[src/rtl/fetch_pc_ctrl.sv]
// Fetch PC controller: owns the architectural fetch PC, issues single-outstanding
// instruction requests and hands {pc, inst} to IF/ID, squashing redirected fetches.
module fetch_pc_ctrl #(
    parameter logic [31:0] RESET_PC = 32'h1c000000
) (
    input  logic        cpu_clk,
    input  logic        cpu_rstn,
    input  logic        redirect_valid,
    input  logic [31:0] redirect_pc,
    input  logic        id_allowin,
    output logic        inst_req,
    output logic [31:0] inst_addr,
    input  logic        inst_addr_ok,
    input  logic        inst_data_ok,
    input  logic [31:0] inst_rdata,
    output logic        if_valid,
    output logic [31:0] if_pc,
    output logic [31:0] if_inst,
    output logic        if_adef
);

    typedef enum logic [1:0] {
        S_REQ,
        S_WAIT,
        S_CANCEL,
        S_HOLD
    } state_e;

    state_e      state_q, state_d;
    logic [31:0] pc_q, pc_d;
    logic [31:0] inst_buf_q, inst_buf_d;
    logic        adef_q, adef_d;

    logic pc_aligned;
    logic req_fire;

    assign pc_aligned = (pc_q[1:0] == 2'b00);
    // Gated by reset so an abandoned request is dropped the instant reset asserts.
    assign inst_req   = cpu_rstn && (state_q == S_REQ) && pc_aligned;
    assign req_fire   = inst_req && inst_addr_ok;
    assign inst_addr  = pc_q;

    assign if_valid = (state_q == S_HOLD);
    assign if_pc    = pc_q;
    assign if_inst  = if_valid ? inst_buf_q : 32'h0;
    assign if_adef  = if_valid && adef_q;

    always_comb begin
        // NOTE: every variable gets a default before the case so no path leaves it unassigned (no latch).
        state_d    = state_q;
        pc_d       = pc_q;
        inst_buf_d = inst_buf_q;
        adef_d     = adef_q;
        unique case (state_q)
            S_REQ: begin
                if (redirect_valid) begin
                    pc_d    = redirect_pc;
                    state_d = req_fire ? S_CANCEL : S_REQ;
                end else if (!pc_aligned) begin
                    adef_d     = 1'b1;
                    inst_buf_d = 32'h0;
                    state_d    = S_HOLD;
                end else if (req_fire) begin
                    state_d = S_WAIT;
                end
            end
            S_WAIT: begin
                if (inst_data_ok) begin
                    if (redirect_valid) begin
                        pc_d    = redirect_pc;
                        state_d = S_REQ;
                    end else begin
                        inst_buf_d = inst_rdata;
                        adef_d     = 1'b0;
                        state_d    = S_HOLD;
                    end
                end else if (redirect_valid) begin
                    pc_d    = redirect_pc;
                    state_d = S_CANCEL;
                end
            end
            S_CANCEL: begin
                if (redirect_valid) pc_d = redirect_pc;
                if (inst_data_ok) state_d = S_REQ;
            end
            S_HOLD: begin
                if (redirect_valid) begin
                    pc_d    = redirect_pc;
                    state_d = S_REQ;
                end else if (id_allowin) begin
                    pc_d    = pc_q + 32'd4;
                    state_d = S_REQ;
                end
            end
            default: state_d = S_REQ;
        endcase
    end

    always_ff @(posedge cpu_clk or negedge cpu_rstn) begin
        if (!cpu_rstn) begin
            state_q    <= S_REQ;
            pc_q       <= RESET_PC;
            inst_buf_q <= 32'h0;
            adef_q     <= 1'b0;
        end else begin
            // NOTE: non-blocking assignments so all flops update from the same pre-edge values.
            state_q    <= state_d;
            pc_q       <= pc_d;
            inst_buf_q <= inst_buf_d;
            adef_q     <= adef_d;
        end
    end

endmodule

[config.mk]
export PLATFORM = sky130hd
export DESIGN_NAME = fetch_pc_ctrl
export DESIGN_NICKNAME = d
export VERILOG_FILES = /design/src/rtl/fetch_pc_ctrl.sv
export SDC_FILE = /design/constraint.sdc
export NUM_CORES = 1
export LEC_CHECK = 0
export CORE_MARGIN = 5
export CORE_UTILIZATION = 46
export CTS_BUF_LIST = sky130_fd_sc_hd__clkbuf_2 sky130_fd_sc_hd__clkbuf_4 sky130_fd_sc_hd__clkbuf_8
export DETAILED_ROUTE_END_ITERATION = 8
export PLACE_DENSITY = 0.88
export SLEW_MARGIN = 30
export SYNTH_ARGS = -nofsm -noshare
export SYNTH_HDL_FRONTEND = slang
export SYNTH_SLANG_ARGS = --single-unit
[constraint.sdc]
create_clock -name cpu_clk -period 3.3 [get_ports cpu_clk]
set_clock_uncertainty 0.15 [all_clocks]
set_input_delay 0.825 -clock cpu_clk [delete_from_list [all_inputs] [get_ports cpu_clk]]
set_output_delay 0.825 -clock cpu_clk [all_outputs]
set_load 0.005 [all_outputs]
# Word level (Yosys, flattened, before mapping)
# Index checks and enable logic that the tools add are counted.
# Widths: inputs -> output; s select.
# classes
n_addsub,1
n_mul,0
n_div,0
n_lt_le_gt_ge,0
eq_ne,12
shifts,0
muxes,26
bitwise,0
reduce_logical,11
# op_table
operator,n
$mux 32,8
$pmux 32 s2,2
$add 32x3->32 const B,1
$mux 2,10
$ne 2x2->1 const B,5
$pmux 2 s4,1
$ne 3x3->1 const B,2
$reduce_and 5->1,1
$eq 2x2->1 const B,2
$logic_and 1x1->1,4
$logic_not 2->1,2
$mux 1,4
$ne 4x4->1 const B,1
$reduce_and 4->1,1
$reduce_or 3->1,1
$eq 2x1->1 const B,1
$ne 2x1->1 const B,1
$pmux 1 s2,1
$reduce_and 2->1,1
$reduce_bool 2->1,1
# word_totals
regBits,67
latchBits,0
ram_bits,0
mem_bits_ro,0
in_bits,70
output_inout_bits,99
elab_cells,54
memories,0

# Logic depth before layout (Yosys ltp)
# depth
ltp_word,8
mapped_depth,7

# Worst setup path after synthesis
# No wires, ideal clock.
# synth_timing
path_type,input -> register
startpoint,in id_allowin
endpoint,"reg pc_q[28], in the netlist if_pc[28]"
setup_time_ns,0.077
arrival_time_ns,2.218
t_required_ns,3.073
slack_ns,0.855
path_stages,5
n_path_buf,1
cell_sequence,nand4_4 > or4_1 > buf_2 > or4_1 > a31oi_1
# synth_between
elab_chain_len,2
# synth_lines
element,line_no,source
from (decl),10,"input logic id_allowin,"
$ne 3x3->1 (no line),n/a,
$reduce_and 2->1 (no line),n/a,
to (signal assigned),108,pc_q <= pc_d;
to (decl),30,"logic [31:0] pc_q, pc_d;"
# Every way passes these cells.
# A chain may end at the register's enable or synchronous reset.

# Final worst setup path
# layout_timing
startpoint,reg state_q[1]
endpoint,out if_adef
# layout_between
elab_chain_len,2
# layout_lines
element,line_no,source
from (decl),29,"state_e state_q, state_d;"
from (signal assigned),107,state_q <= state_d;
$eq 2x2->1,43,assign if_valid = (state_q == S_HOLD);
$logic_and 1x1->1,46,assign if_adef = if_valid && adef_q;
to (decl),19,output logic if_adef
# Every way passes these cells.

==> flow_metrics.tcl <==
set metrics [dict create \
    status "completed" \
    hold_viol 0 \
    required_ps 2320 \
    max_freq_ghz 0.3326 \
    dieArea_sq_mm 0.009731 \
    fin_area_sq_mm 0.005373 \
    fp.dieH_um 98.65 \
    criticalPathCategory "reg2out" \
    finalSetupTns_ps 0 \
    numClockSinks 67 \
    worstSetupStartpointType "register" \
    yosysSeqAreaShare_pct 46.49 \
    dp.final_hpwl_um 7813 \
    cp_max_fo 25 \
    ys.warnings.count 0 \
    tightest_slew_ps 542.8 \
    ys_async_sr_fraction_pct 100.0 \
    cts_max_path_buffers 2 \
    synth_edf_count 0 \
    antenna_left 0 \
    core_sq_mm 0.007687 \
    cts_buffers 9 \
    place.gp.congestion 0.8214 \
    hold_path.class "in2async" \
    dp_slack_ps 88.17 \
    antenna_found_initial 0 \
    dr.first_iter.drc_count 181 \
    drt-total-wl_um 10980 \
    area_growth_pct 48.63 \
    cts-resized-gates 0 \
    maxSlewHeadroom_pct 63.82 \
    io_buffers 168 \
    drv_slew 0 \
    ir_drop_uv 289.6 \
    p_leak_nw 2.293 \
    grt_pass1_vias 3613 \
    synth_cells 372 \
    ys.flop_type "dfrtp_1" \
    holdBufCountCts 0 \
    cp-end-kind "output port" \
    place_area_sq_mm 0.005145 \
    cts_tree "yes" \
    h-tree-depth 3 \
    finalNonFillerCells 610 \
    synth_area_sq_mm 0.003615 \
    synth_cell_type_count 34 \
    postCtsSetupRepairBufs 0 \
    grt_use_total_pct 22.56 \
    die_w_um 98.65 \
    clkTransAtPathRegs_ps 70 \
    n_fill_cell 590 \
    min_period_over_period_pct 91.11 \
    drive_gt1_share_pct 8.087 \
    syn-num-nets 443 \
    cts_root_buffer "clkbuf_8" \
    vias_per_cell 5.675 \
    clk_latency_ps 340 \
    vias 3462 \
    finalSetupViolCount 0 \
    grt_max_degree 70 \
    ios 169 \
    fin_crit_ps 3007 \
    p_per_area_mw_per_mm2 457.7 \
    grt-ovfl-total 0 \
    ys_ff_latch 67 \
    nets 573 \
    avgSynthCellArea_sq_um 9.717 \
    fin_ws_ps 293.3 \
    cp_data_arrival_time_ps 2030 \
    start_util_pct 47.02 \
    drt_pre_antenna_iters 6 \
    total_power_mw 2.459 \
    dp_cells 592 \
    wl_per_cell_um 18.00 \
    maxCapViolCount 0 \
    placementRows 32 \
    rsz0062_at_grt "no" \
    grt_pass1_wl_um 17820 \
    drc_errors 0 \
]
stage by stage:
step	hold WS [ps]	utilization, %
5_1_grt	345.3	69.86
3_3_place_gp	327.3	66.93
3_5_place_dp	327.0	66.93
2_1_floorplan	309.0	-
4_1_cts	350.5	69.50
6_report	320.9	69.89
cells in the mapped netlist, drive strengths merged, types with 4 or more instances:
cell type  number  share of area [%]
xnor2           7                1.7
xor2            5                1.2
or4            18                3.7
o31ai          15                3.1
inv             9               0.93
nor2           25                2.6
buf            36                7.4
o21ai          14                1.9
nand2          20                2.1
mux2            4                1.2
nand3          12                1.8
clkbuf         26                2.7
nand4           6                1.5
a22o           32                7.8
or3             4               0.69
dfrtp          64                 44
a31oi          18                3.1
and3           37                6.4
cells in the final DEF (no fill, tap or decap), types with 2 or more instances in the layout:
cell type	count
a21oi_1	2
a22o_1	32
a31oi_1	18
and2_1	2
and3_1	37
buf_4	12
clkbuf_8	10
clkdlybuf4s50_1	167
clkinv_2	3
dfrtp_1	64
dfstp_2	3
inv_1	9
mux2_2	4
nand2_1	20
nand3_1	11
nand4_1	5
nor2_1	25
nor3_1	3
nor4_1	3
o21ai_0	14
o31ai_1	15
or3_1	4
or4_1	18
xnor2_1	7
xor2_1	5
power breakdown:
group          switching [mW]  internal (mW)
sequential              0.142          0.963
combinational           0.276          0.392
clock                   0.312          0.374
total                   0.730           1.73
state kept, by name (all words and copies together) (netlist names):
| signal | cells |
|---|---|
| if_pc | 32 |
| state_q | 2 |
| inst_buf_q | 32 |
| adef_q | 1 |
routing by layer:
metal / GRT usage [%] / vias up / wire [um]
met5: 0 / - / 0
met2: 38.07 / 186 / 5331
met4: 7.458 / 0 / 173
met3: 7.856 / 19 / 1136
met1: 26.94 / 1654 / 4338
li1: - / 1603 / -
cell type report:
type / count / area (sq um) / share of cell area [%]
clock inverter: 5 / 52.55 / 0.9781
sequential: 67 / 1680 / 31.28
multi-input combinational: 234 / 1536 / 28.60
timing repair buffer: 181 / 1794 / 33.40
tap: 102 / 127.6 / 2.375
antenna: 1 / 2.502 / 0.04658
inverter: 9 / 33.78 / 0.6288
clock buffer: 11 / 145.1 / 2.701
cell families (layout without fill, tap and decap cells):
logic type | after synthesis | count (layout) | share of synthesized area (%)
buf+inv | 71 | 206 | 11.01
flops | 67 | 67 | 46.49
mux | 6 | 6 | 2.146
xor+xnor | 12 | 12 | 2.908
fa+ha+maj | 1 | 1 | 0.3461
simple gates | 133 | 133 | 20.66
other cells | 0 | 1 | 0
compound gates | 82 | 82 | 16.44
critical path: stages (launching register included):
cell             delay [ps]
dfrtp_1                 650
buf_4                   330
and3_1                  180
clkdlybuf4s50_1         530
path summary, 6_finish.rpt:
| kind | startpoint | endpoint | slack [ps] | depth (start not counted) |
|---|---|---|---|---|
| worst min-delay path | cpu_rstn | inst_buf_q[21] | 320 | 2 |
| worst max-delay path | state_q[1] | if_adef | 290 | 3 |
| worst min register to register | inst_buf_q[25] | inst_buf_q[25] | 340 | 1 |
| worst max register to register | state_q[0] | if_pc[20] | 810 | 6 |
| max in group asynchronous | cpu_rstn | if_pc[27] | 2090 | 3 |
| min in group cpu_clk | inst_buf_q[25] | inst_buf_q[25] | 340 | 1 |
Power figures use the tool's default switching activity.
